--- config.mk ---
export PLATFORM = sky130hd
export DESIGN_NAME = cp0_int_ctrl
export DESIGN_NICKNAME = d
export VERILOG_FILES = /design/src/rtl/cp0_pkg.sv /design/src/rtl/irq_prio_latch.sv /design/src/rtl/cp0_int_ctrl.sv
export SDC_FILE = /design/constraint.sdc
export NUM_CORES = 1
export LEC_CHECK = 0
export CAP_MARGIN = 20
export CORE_MARGIN = 5
export CORE_UTILIZATION = 35
export DETAILED_ROUTE_END_ITERATION = 10
export PLACE_DENSITY = 0.85
export SYNTH_ARGS = -nofsm -noshare
export SYNTH_HDL_FRONTEND = slang
export SYNTH_HIERARCHICAL = 1
export SYNTH_SLANG_ARGS = --single-unit
--- constraint.sdc ---
create_clock -name clk -period 1.5 [get_ports clk]
set_input_delay 0.45 -clock clk [delete_from_list [all_inputs] [get_ports clk]]
set_output_delay 0.45 -clock clk [all_outputs]
set_load 0.01 [all_outputs]
--- src/rtl/cp0_pkg.sv ---
// Shared CP0 constants: register numbers, Cause/Status field positions and
// the interrupt sequencer state encoding.
package cp0_pkg;
  localparam logic [4:0] CP0_STATUS = 5'd12;
  localparam logic [4:0] CP0_CAUSE  = 5'd13;
  localparam logic [4:0] CP0_EPC    = 5'd14;

  localparam int CAUSE_IP_BASE = 8;
  localparam int CAUSE_EXC_LO  = 2;
  localparam int CAUSE_EXC_HI  = 6;
  localparam int STATUS_IE     = 0;

  typedef enum logic [2:0] {
    S_IDLE,
    S_SAVE_EPC,
    S_SAVE_CAUSE,
    S_ENTER,
    S_IN_SVC,
    S_RETURN
  } state_t;
endpackage

--- src/rtl/irq_prio_latch.sv ---
// Rising-edge capture of device IRQ lines into a pending register, plus a
// lowest-index-wins priority encoder over the pending set.
module irq_prio_latch #(
  parameter int NIRQ = 4
) (
  input  logic            clk,
  input  logic            clr,
  input  logic [NIRQ-1:0] irq_in,
  input  logic [NIRQ-1:0] irq_clr,
  input  logic [NIRQ-1:0] ack,
  output logic            any_pending,
  output logic [2:0]      winner
);
  logic [NIRQ-1:0] irq_q, pending, rise;

  assign rise = irq_in & ~irq_q;

  // OR-ing rise last lets a fresh edge beat a same-cycle cancel or ack.
  always_ff @(posedge clk) begin
    if (clr) begin
      irq_q   <= '0;
      pending <= '0;
    end else begin
      irq_q   <= irq_in;
      pending <= (pending & ~irq_clr & ~ack) | rise;
    end
  end

  assign any_pending = |pending;

  always_comb begin
    winner = '0;
    for (int i = NIRQ - 1; i >= 0; i--)
      if (pending[i]) winner = 3'(i);
  end
endmodule

--- src/rtl/cp0_int_ctrl.sv ---
// Interrupt entry/return sequencer: saves EPC and Cause through the CP0 write
// port, masks IE, vectors fetch to the line handler, and unwinds on ERET.
module cp0_int_ctrl
  import cp0_pkg::*;
#(
  parameter int               WIDTH        = 32,
  parameter int               NIRQ         = 4,
  parameter logic [WIDTH-1:0] HANDLER_BASE = 'h0000_0800,
  parameter int               VEC_SHIFT    = 4
) (
  input  logic             clk,
  input  logic             clr,
  input  logic [NIRQ-1:0]  irq_in,
  input  logic [NIRQ-1:0]  irq_clr,
  input  logic             eret,
  input  logic [WIDTH-1:0] pc_next,
  input  logic             stall,
  input  logic             ie_in,
  input  logic [WIDTH-1:0] epc_in,
  output logic             cp0_we,
  output logic [4:0]       cp0_w,
  output logic [WIDTH-1:0] cp0_din,
  output logic             ie_one,
  output logic             ie_zero,
  output logic             redirect,
  output logic [WIDTH-1:0] redirect_pc,
  output logic             in_service,
  output logic [2:0]       cur_irq
);
  state_t           state;
  logic [WIDTH-1:0] epc_r;
  logic [WIDTH-1:0] cause_val, vec_pc;
  logic [NIRQ-1:0]  ack;
  logic [2:0]       winner;
  logic             any_pending, go;

  assign go  = (state == S_IDLE) && ie_in && any_pending && !stall;
  assign ack = go ? (NIRQ'(1) << winner) : '0;

  irq_prio_latch #(.NIRQ(NIRQ)) u_prio (
    .clk         (clk),
    .clr         (clr),
    .irq_in      (irq_in),
    .irq_clr     (irq_clr),
    .ack         (ack),
    .any_pending (any_pending),
    .winner      (winner)
  );

  always_ff @(posedge clk) begin
    if (clr) begin
      state   <= S_IDLE;
      epc_r   <= '0;
      cur_irq <= '0;
    end else begin
      case (state)
        S_IDLE: if (go) begin
          state   <= S_SAVE_EPC;
          cur_irq <= winner;
          epc_r   <= pc_next;
        end
        S_SAVE_EPC:   state <= S_SAVE_CAUSE;
        S_SAVE_CAUSE: state <= S_ENTER;
        S_ENTER:      if (!stall) state <= S_IN_SVC;
        S_IN_SVC:     if (eret) state <= S_RETURN;
        S_RETURN:     if (!stall) state <= S_IDLE;
        default:      state <= S_IDLE;
      endcase
    end
  end

  // ExcCode stays zero (Int), so only the IP bit for the serviced line is set.
  assign cause_val = WIDTH'(1) << (CAUSE_IP_BASE + int'(cur_irq));
  assign vec_pc    = HANDLER_BASE + (WIDTH'(cur_irq) << VEC_SHIFT);

  always_comb begin
    cp0_we      = 1'b0;
    cp0_w       = '0;
    cp0_din     = '0;
    ie_one      = 1'b0;
    ie_zero     = 1'b0;
    redirect    = 1'b0;
    redirect_pc = '0;
    in_service  = 1'b0;
    case (state)
      S_SAVE_EPC: begin
        cp0_we  = 1'b1;
        cp0_w   = CP0_EPC;
        cp0_din = epc_r;
        ie_zero = 1'b1;
      end
      S_SAVE_CAUSE: begin
        cp0_we  = 1'b1;
        cp0_w   = CP0_CAUSE;
        cp0_din = cause_val;
      end
      S_ENTER: begin
        redirect    = 1'b1;
        redirect_pc = vec_pc;
      end
      S_IN_SVC: in_service = 1'b1;
      S_RETURN: begin
        redirect    = 1'b1;
        redirect_pc = epc_in;
        ie_one      = !stall;
      end
      default: ;
    endcase
  end
endmodule

-- Yosys cells after proc, flatten, opt, wreduce, memory -nomap -nowiden
Cells that the tools add are included.
- $add $sub $neg: 2
- $mul: 0
- div/mod/pow operators: 0
- order comparisons: 0
- eq/ne operators: 9
- shift-type cells: 2
- multiplexer cells: 18
- bitwise gates (word level): 7
- reductions and logical operators: 10
- operator list (kind ; count):
    $pmux 32 s2 ; 2
    $shl 1x5->32 const A ; 1
    $pmux 3 s6 ; 1
    $add 12x7->13 const A ; 1
    $and 4x4->4 ; 3
    $mux 3 ; 4
    $not 4->4 ; 3
    $mux 2 ; 4
    $ne 2x2->1 const B ; 4
    $pmux 4 s2 ; 1
    $eq 3x2->1 const B ; 2
    $eq 3x3->1 const B ; 2
    $add 4x3->5 const A ; 1
    $mux 1 ; 5
    $mux 4 ; 1
    $or 4x4->4 ; 1
    $reduce_and 4->1 ; 1
    $reduce_or 2->1 ; 2
    $reduce_or 4->1 ; 1
    $shl 1x3->4 const A ; 1
    $eq 3x1->1 const B ; 1
    $logic_and 1x1->1 ; 3
    $logic_not 3->1 ; 1
    $reduce_and 2->1 ; 1
    $logic_not 1->1 ; 1
- register bits after elaboration: 46
- bits in latches: 0
- bits in writable memories: 0
- ROM bits: 0
- input bits: 77
- output and inout bits: 77
- logic and storage cells: 53
- memories kept: 0

-- Logic depth before layout (Yosys ltp)
Gate-level depths: netlist of run 1.
- depth in word-level cells: 9
- gate-level depth with buffers: 8
- gate-level depth less buffers: 7

-- Cells and area by module
Netlist of run 1, hierarchy kept.
- modules (own cells, without submodules) (module ; instances ; cells each ; area each (µm²) ; seq. area each (µm²)):
    cp0_int_ctrl ; 1 ; 276 ; 2362.3 ; 760.7
    irq_prio_latch ; 1 ; 32 ; 305.3 ; 160.2

-- Worst setup path before layout of run 1
No wires, ideal clock.
- kind: register to output
- start: reg state[0]
- end: out cp0_w[2]
- data arrival time: 1.242 ns
- path slack: -0.192 ns
- stages on the path, launching flop included: 5
- path buffers: 2
- cell sequence: dfxtp_1 > clkbuf_1 > nor2_1 > or2_1 > buf_4
- cells in the longest elaborated chain, start to end: 2
- elaborated cells between the ends (all ways): 3
- RTL lines (item ; RTL line ; text):
    from (decl) ; cp0_int_ctrl.sv:30 ; state_t state;
    from (signal assigned) ; cp0_int_ctrl.sv:52 ; state <= S_IDLE;
    from (signal assigned) ; cp0_int_ctrl.sv:58 ; state <= S_SAVE_EPC;
    from (signal assigned) ; cp0_int_ctrl.sv:62 ; S_SAVE_EPC: state <= S_SAVE_CAUSE;
    $eq 3x2->1 / $eq 3x1->1 (equally long branches) ; cp0_int_ctrl.sv:85 ; case (state)
    $pmux 4 s2 * ; cp0_int_ctrl.sv:85 ;
    to (decl) ; cp0_int_ctrl.sv:21 ; output logic [4:0] cp0_w,
Every way passes the cells marked *; elsewhere a longest branch is shown, timed or not.

-- Final worst setup path of run 1
- start: reg state[2]
- end: out cp0_din[9]
- cells in the longest elaborated chain, start to end: 2
- elaborated cells between the ends (all ways): 3
- RTL lines (item ; RTL line ; text):
    $eq 3x2->1 / $eq 3x1->1 (equally long branches) ; cp0_int_ctrl.sv:85 ;
    $pmux 32 s2 * ; cp0_int_ctrl.sv:85 ;
    to (decl) ; cp0_int_ctrl.sv:22 ; output logic [WIDTH-1:0] cp0_din,
Marked as above.

==> results.cfg, run 1 <==
[status]
outcome = complete, but fails checks
violations = negative setup slack

[floorplanning]
start_util_pct = 36.4
coreArea_sq_um = 7330
ios = 154
dieArea_sq_um = 9470
die_h_um = 97.3
rows = 31
die_width_um = 97.3

[timing]
fin_skew_ns = 0.0109
fmax_mhz = 490
setup_tns_ns = -42.64
slew_violations = 0
rsz0062_at_grt = yes
hold_slack_ns = 0.445
period_share_pct = 136
period_needed_ns = 2.04
setup_viol = 112
timing.final.hold_violations = 0
setup_slack_ns = -0.540

[global_route]
grt_use_total_pct = 22.2
antenna_found_initial = 0
grt_pass1_wl_um = 17300
grt_pass1_vias = 3204
grt_overflow_total = 0
grt_max_degree = 34

[final_layout]
drive_gt1_share_pct = 46.0
final_util_pct = 74.1
area_growth_syn_to_layout_pct = 104
final_area_sq_um = 5430
n_antenna_cell = 0
final_cells = 616
fin_nets = 593
fillers = 487

[synthesis]
synth_top_area_share_pct = 34.5
synthMuxAreaShare_pct = 13.5
seq_area_frac_synth_pct = 34.5
synth_xor_area_share_pct = 0
ys_top_cells_by_area = dfxtp_1, mux2i_1, nand2b_1, and3_1, and2_1
yosysWarningCount = 6
syn_inst = 308
async_reset_ff_share_pct = 0
synth_top_family_by_area = simple AND/OR/NAND/NOR gates
netlist_area_sq_um = 2670
synth-compound-area-share_pct = 5.77
syn_avg_cell_area_sq_um = 8.66
synth_seq_cells = 46
synth-simple-area-share_pct = 39.0
synthesis.nets = 385
synth_fa_ha_area_share_pct = 0
synthDistinctLibCells = 34
synth_edf_count = 0
synthFlopType = dfxtp_1
yosys.area.top_type = dfxtp_1

[route]
dr_total_vias = 2961
drc_errors = 0
drt-pass1-iter-count = 4
wl_um = 11300
ant_nets = 0
drt_iter0_drc = 101
drt-wirelength-per-cell_um = 18.3
viasPerCell = 4.81

[clock_network]
clk_root_buffer_cell = clkbuf_8
clk_latency_ns = 0.29
clock_sinks = 46
htreeDepth = 2
path_clk_slew_ns = 0.09
cts_buffer_depth = 2
ctsHoldBuffers = 0
numCtsBuffers = 5
cts_tree = yes

[place]
dpl.hpwl_um = 6750
numPortBuffers = 152
placed_cell_area_sq_um = 4540
place_congestion = 0.842
dp.cells = 571
dp_slack_ns = -0.742

[job]
maxCapViolCount = 0

[hold_path]
hold_class = primary input to flip-flop

[setup_path]
required_ns = 1.05
start_kind = flip-flop
crit_type = flip-flop to output pin
path_cells = buf_12 > nor2_4 > and2_4 > buf_16 > a22o_1 > buf_2
crit_path_end_kind = output pin
crit_family = buffers and inverters
cp_max_fo = 8
critPathArrivalTime_ns = 1.59
path_buf_inv = 3
slowest_stage = dfxtp_4
slowest_delay_ns = 0.36

[power]
ir_worst_vdd_mv = 0.549
power-per-cell-area_nw_per_um2 = 578
report.power.total_mw = 3.14
p_leak_nw = 2.31
sequential cells by signal (all words and copies together) (netlist names):
name	flops
u_prio/pending	4
u_prio/irq_q	4
epc_r	32
cur_irq	3
state	3
cell usage after synthesis, types with 4 or more instances:
master     n
a21oi_1    5
a22o_1     6
and2_1    27
and3_1    28
buf_2      6
buf_4      8
clkbuf_1  12
dfxtp_1   46
mux2i_1   36
nand2_1   24
nand2b_1  57
nor2_1     9
nor2b_1   11
or3b_1     4
cells by family after synthesis:
kind of cell           count (synthesis)
muxes                                 36
and+or+nand+nor                      172
AOI/OAI and AO/OA                     20
buffers and inverters                 32
other                                  2
DFF                                   46
metal layers:
metal  GRT usage [%]  up-vias  routed length [um]
li1                -     1430                   -
met1            25.4     1383                4570
met2            40.0      135                5640
met3            6.68       13                 913
met4            5.96        0                 158
met5               0        -                   0
path summary, 6_finish.rpt:
kind	depth (start not counted)	from	end	slack, ns
setup reg to reg	9	state[2]	epc_r[1]	-0.33
setup / recovery	6	state[2]	cp0_din[9]	-0.54
hold reg to reg	2	epc_r[6]	epc_r[6]	0.46
hold / removal	2	clr	u_prio/pending[2]	0.44
cell type report:
cell class	count	area [sq um]	area share [%]
clock buffer	8	80.1	1.47
inverter	3	11.3	0.207
multi-input combinational	230	1870	34.5
sequential	46	945	17.4
tap	99	124	2.28
timing repair buffer	230	2400	44.2
repair_timing:
item,in CTS,in global routing
endpoints found under the hold margin,0,0
setup endpoints to repair,115,116
resized for setup,405,74
gates cloned,6,2
buffers inserted,33,10
pin swaps,23,37
layout by cell type, fill, tap and decap left out, types with 3 or more instances in the layout:
cell type	Yosys	final
nand2_1	24	20
dfxtp_4	0	6
clkbuf_1	12	3
nor2_1	9	5
dfxtp_1	46	39
a32o_1	3	3
or3b_1	4	4
buf_6	2	82
clkbuf_8	0	5
buf_2	6	15
and2_1	27	6
and3_4	0	28
mux2i_1	36	35
nand2b_1	57	56
inv_1	3	3
a21oi_1	5	3
clkdlybuf4s50_1	0	72
a22o_1	6	6
nor2_4	0	5
buf_12	0	10
buf_8	1	3
buf_4	8	38
nor2b_1	11	10
and2_4	0	21
clkbuf_2	0	3
power breakdown:
group | total, mW | internal [mW] | leakage (nW) | switching [mW]
combinational | 1.07 | 0.645 | 1.89 | 0.421
clock | 0.732 | 0.332 | 0.0395 | 0.400
sequential | 1.34 | 1.29 | 0.380 | 0.0504
Power figures use the tool's default switching activity.
==> run 2, diff against run 1 <==
--- a/config.mk
+++ b/config.mk
@@ -10,6 +10,7 @@
 export CORE_UTILIZATION = 35
 export DETAILED_ROUTE_END_ITERATION = 10
 export PLACE_DENSITY = 0.85
+export SKIP_CTS_REPAIR_TIMING = 1
 export SYNTH_ARGS = -nofsm -noshare
 export SYNTH_HDL_FRONTEND = slang
 export SYNTH_HIERARCHICAL = 1
==> run 2 against run 1 <==
Against the previous run:
- the run still ends with negative setup slack left
- global-route usage is 4.9 points lower
- sequential cell count stayed put
- clock power is 0.8% higher
- clock skew is 0.0019 ns higher
- power is 3.1% lower
- non-clock buffer count is 10 lower
- critical endpoint is now redirect_pc[20]
==> results.cfg, run 2 (synthesis results as in run 1) <==
[status]
outcome = complete, but fails checks
violations = negative setup slack

[timing]
slew_violations = 0
fmax_mhz = 488
setup_viol = 113
rsz0062_at_grt = yes
timing.final.hold_violations = 0
fin_skew_ns = 0.0128
period_share_pct = 137
period_needed_ns = 2.05
setup_tns_ns = -36.91
setup_slack_ns = -0.550

[hold_path]
hold_class = primary input to flip-flop

[clock_network]
path_clk_slew_ns = 0.09
htreeDepth = 2
clk_latency_ns = 0.30
cts_tree = yes
cts_buffer_depth = 2
clock_sinks = 46
clk_root_buffer_cell = clkbuf_8
numCtsBuffers = 5

[final_layout]
area_growth_syn_to_layout_pct = 92.2
top_register = epc_r
largest_reg_flops = 32
final_cell_mix = clkdlybuf4s50_1, buf_6, nand2b_1
final_common_cell = clkdlybuf4s50_1
fillers = 540
reg_top3 = epc_r x32, u_prio/irq_q x4, u_prio/pending x4
drive_gt1_share_pct = 41.0
final_cells = 606
fin_nets = 583
n_antenna_cell = 0

[route]
drc_errors = 0
dr_total_vias = 2889
wl_um = 10300
ant_nets = 0
top_layer = met4
drt-wirelength-per-cell_um = 17.0
dr_wl_met2_um = 5130
drt-pass1-iter-count = 4
route.met3.wl_um = 702
viasPerCell = 4.77
drt_iter0_drc = 109
drt-met1-wl_um = 4330

[floorplanning]
die_width_um = 97.3
start_util_pct = 36.4
dieArea_sq_um = 9470
rows = 31
ios = 154
coreArea_sq_um = 7330
die_h_um = 97.3

[setup_path]
r2r_end = u_prio/pending[3]
r2r_cells = 8
crit_type = flip-flop to output pin
crit_start = state[2]
critPathArrivalTime_ns = 1.60
required_ns = 1.05
r2r-start = u_prio/pending[3]
regToRegSetupSlack_ns = -0.18
crit_path_end_kind = output pin
cp_max_fo = 6
cp-endpoint = redirect_pc[20]
start_kind = flip-flop

[place]
place_congestion = 0.842
numPortBuffers = 152
dp.cells = 571
dpl.hpwl_um = 6750

[global_route]
grt_overflow_total = 0
grt_pass1_vias = 2750
grt_pass1_wl_um = 13600
grt_use_total_pct = 17.3
antenna_found_initial = 0
grt_max_degree = 34

[power]
ir_worst_vdd_mv = 0.586
p_leak_nw = 2.33
power-per-cell-area_nw_per_um2 = 593

[job]
maxCapViolCount = 0
==> run 2: metal layers <==
| metal | vias up | track usage, % |
|---|---|---|
| met5 | - | 0 |
| met4 | 0 | 3.73 |
| met3 | 11 | 6.10 |
| met2 | 125 | 30.8 |
| met1 | 1341 | 20.0 |
| li1 | 1412 | - |
==> run 2: worst min-delay path by stage <==
| stage | startpoint | slack [ns] | depth (start not counted) | to |
|---|---|---|---|---|
| after floorplan | epc_r[0] | 0.43 | 2 | epc_r[0] |
| after global placement | epc_r[6] | 0.44 | 2 | epc_r[6] |
| after detailed placement | epc_r[5] | 0.45 | 2 | epc_r[5] |
| after CTS | clr | 0.44 | 2 | u_prio/pending[2] |
| after global routing | clr | 0.46 | 2 | u_prio/pending[2] |
| final | clr | 0.44 | 2 | u_prio/pending[2] |
==> run 2: cell type report <==
class | instances | area [sq um] | area share, %
Tap cell | 99 | 124 | 2.42
Timing Repair Buffer | 220 | 2200 | 43.0
Multi-Input combinational cell | 230 | 1770 | 34.5
Sequential cell | 46 | 938 | 18.3
Inverter | 3 | 11.3 | 0.220
Clock buffer | 8 | 80.1 | 1.56
==> run 2: power breakdown <==
part / leakage (nW) / switching, mW / internal [mW]
sequential: 0.379 / 0.0496 / 1.29
clock: 0.0395 / 0.406 / 0.332
combinational: 1.91 / 0.374 / 0.589
total: 2.33 / 0.829 / 2.21
==> run 2: metrics by stage <==
stage,setup WS [ns],util (%),power (mW),instance area (sq um),hold WS [ns]
after floorplan,-0.0252,-,1.74,2730,0.430
after global placement,-0.795,61.9,2.15,4540,0.437
after detailed placement,-0.742,61.9,2.17,4540,0.446
after CTS,-0.912,63.0,2.91,4620,0.440
after global routing,-0.597,69.9,3.19,5130,0.456
final,-0.550,69.9,3.04,5130,0.438
==> run 2: worst max-delay path, stage by stage (launching register included) <==
cell	delay, ns
dfxtp_4	0.38
nor2b_4	0.26
buf_6	0.15
buf_6	0.12
buf_6	0.10
and3_1	0.15
buf_2	0.14
==> run 3, diff against run 2 <==
--- a/config.mk
+++ b/config.mk
@@ -7,9 +7,9 @@
 export LEC_CHECK = 0
 export CAP_MARGIN = 20
 export CORE_MARGIN = 5
-export CORE_UTILIZATION = 35
+export CORE_UTILIZATION = 38
 export DETAILED_ROUTE_END_ITERATION = 10
-export PLACE_DENSITY = 0.85
+export PLACE_DENSITY = 0.87
 export SKIP_CTS_REPAIR_TIMING = 1
 export SYNTH_ARGS = -nofsm -noshare
 export SYNTH_HDL_FRONTEND = slang
==> constraint.sdc (replaced) <==
create_clock -name clk -period 1.9 [get_ports clk]
set_input_delay 0.57 -clock clk [delete_from_list [all_inputs] [get_ports clk]]
set_output_delay 0.57 -clock clk [all_outputs]
set_load 0.01 [all_outputs]
==> run 3 against run 2 <==
Against the previous run:
- the flow still finishes with violations (negative setup slack)
- utilization increased by 0.95 points
- first-iteration DRC count increased by 24%
- die area decreased by 7.1%
- final cell count decreased by 3.8%
==> results.cfg, run 3 (synthesis results as in run 1) <==
[place]
numPortBuffers = 152
dp_slack_ns = -0.536
dpl.hpwl_um = 6640
place_congestion = 0.786

[status]
outcome = complete, but fails checks
violations = negative setup slack

[final_layout]
largest_reg_flops = 32
multiInputGateArea_sq_um = 1760
fin_nets = 563
area_growth_syn_to_layout_pct = 81.5
fillers = 497
reg_top3 = epc_r x32, u_prio/irq_q x4, u_prio/pending x4
regArea_sq_um = 935
top_register = epc_r
drive_gt1_share_pct = 36.1
final_util_pct = 70.9
final_cell_mix = clkdlybuf4s50_1, nand2b_1, dfxtp_1
n_antenna_cell = 0
final_common_cell = clkdlybuf4s50_1

[timing]
period_share_pct = 115
setup_slack_ns = -0.287
setup_viol = 70
timing.final.hold_violations = 0
worstMarginPinSlew_ns = 0.507
rsz0062_at_grt = yes
period_needed_ns = 2.19
relSlewSlack_pct = 65.9
slew_violations = 0
fin_skew_ns = 0.00687
fmax_mhz = 457

[setup_path]
path_cells = buf_6 > nand3b_1 > nor2_1 > buf_4 > a32o_1 > buf_2
crit_family = buffers and inverters
path_buf_inv = 3
slowest_delay_ns = 0.38
crit_path_end_kind = output pin
crit_type = flip-flop to output pin
required_ns = 1.33
start_kind = flip-flop
r2r_cells = 8
cp_max_fo = 6
slowest_stage = dfxtp_4
critPathArrivalTime_ns = 1.62
worst-path-stages = 6

[global_route]
grt_overflow_total = 0
top_usage_layer = met2
grt_max_degree = 47
grt_util_met3_pct = 5.69
antenna_found_initial = 0
gr-usage-met1_pct = 20.1
met2_usage_pct = 35.6
grt_pass1_wl_um = 13300
grt_pass1_vias = 2771
grt_use_total_pct = 18.6

[job]
maxCapViolCount = 0

[power]
combPwrFrac_pct = 25.3
swShare_pct = 24.5
p_int_mw = 1.97
power-per-cell-area_nw_per_um2 = 539
power.clock.fraction_pct = 34.2
p_sw_uw = 640
p_leak_nw = 2.14
p_seq_share_pct = 40.5
ir_worst_vdd_mv = 0.418

[floorplanning]
die_h_um = 93.8
start_util_pct = 39.0
die_width_um = 93.8
coreArea_sq_um = 6830
ios = 154
dieArea_sq_um = 8800
rows = 30

[clock_network]
clk_latency_ns = 0.29
clk_root_buffer_cell = clkbuf_8
path_clk_slew_ns = 0.09
numCtsBuffers = 5
clock_sinks = 46
cts_buffer_depth = 2
htreeDepth = 2
cts_tree = yes

[route]
wl_um = 10100
viasPerCell = 4.90
drt_iter0_drc = 135
drt-wirelength-per-cell_um = 17.4
drt-pass1-iter-count = 4
dr_total_vias = 2856
drc_errors = 0
ant_nets = 0

[hold_path]
hold_depth = 2
hold_class = flip-flop to flip-flop
-- run 3: tightest hold or removal path, delay by kind of cell (launching register included) --
| family | cells | cell delay [ns] |
|---|---|---|
| flip-flops | 1 | 0.32 |
| multiplexers | 1 | 0.05 |
| AND/OR/NAND/NOR | 1 | 0.05 |
-- run 3: worst paths after layout --
check | from | to | slack [ns]
setup reg to reg | u_prio/pending[2] | u_prio/pending[3] | 0.19
setup / recovery | state[2] | cp0_din[15] | -0.29
hold / removal | epc_r[4] | epc_r[4] | 0.46
hold reg to reg | epc_r[4] | epc_r[4] | 0.46
-- run 3: power groups by stage --
| stage | sequential (mW) | combinational (mW) | clock, mW |
|---|---|---|---|
| after detailed placement | 1.08 | 0.613 | 0 |
| after floorplan | 1.07 | 0.285 | 0 |
| final | 1.06 | 0.660 | 0.892 |
| after CTS | 1.05 | 0.616 | 0.920 |
| after global routing | 1.07 | 0.708 | 0.954 |
| after global placement | 1.07 | 0.599 | 0 |
-- run 3: area by class of cell --
| cell class | instances | share of cell area [%] |
|---|---|---|
| repair buffers | 200 | 38.7 |
| multi-input cells | 230 | 36.4 |
| flip-flops and latches | 46 | 19.3 |
| well taps | 96 | 2.48 |
| clock buffers | 6 | 1.71 |
| clock inverters | 2 | 1.24 |
| inverters | 3 | 0.233 |
-- run 3: stage by stage --
| stage | TNS (ns) | power, mW | instances | cell area, sq um | hold slack (ns) |
|---|---|---|---|---|---|
| 3_5_place_dp | -36.12 | 1.69 | 562 | 4460 | 0.449 |
| 4_1_cts | -47.58 | 2.59 | 570 | 4600 | 0.463 |
| 5_1_grt | -16.26 | 2.73 | 583 | 4840 | 0.482 |
| 3_3_place_gp | -33.06 | 1.67 | 562 | 4460 | 0.438 |
| 6_report | -10.94 | 2.61 | 583 | 4840 | 0.459 |
| 2_1_floorplan | 0 | 1.35 | 308 | 2670 | 0.430 |
-- run 3: routing by layer --
metal | vias to the layer above | part of all wire, %
li1 | 1384 | -
met1 | 1342 | 38
met2 | 118 | 53
met3 | 12 | 8.5
met4 | 0 | 1.3
met5 | - | 0
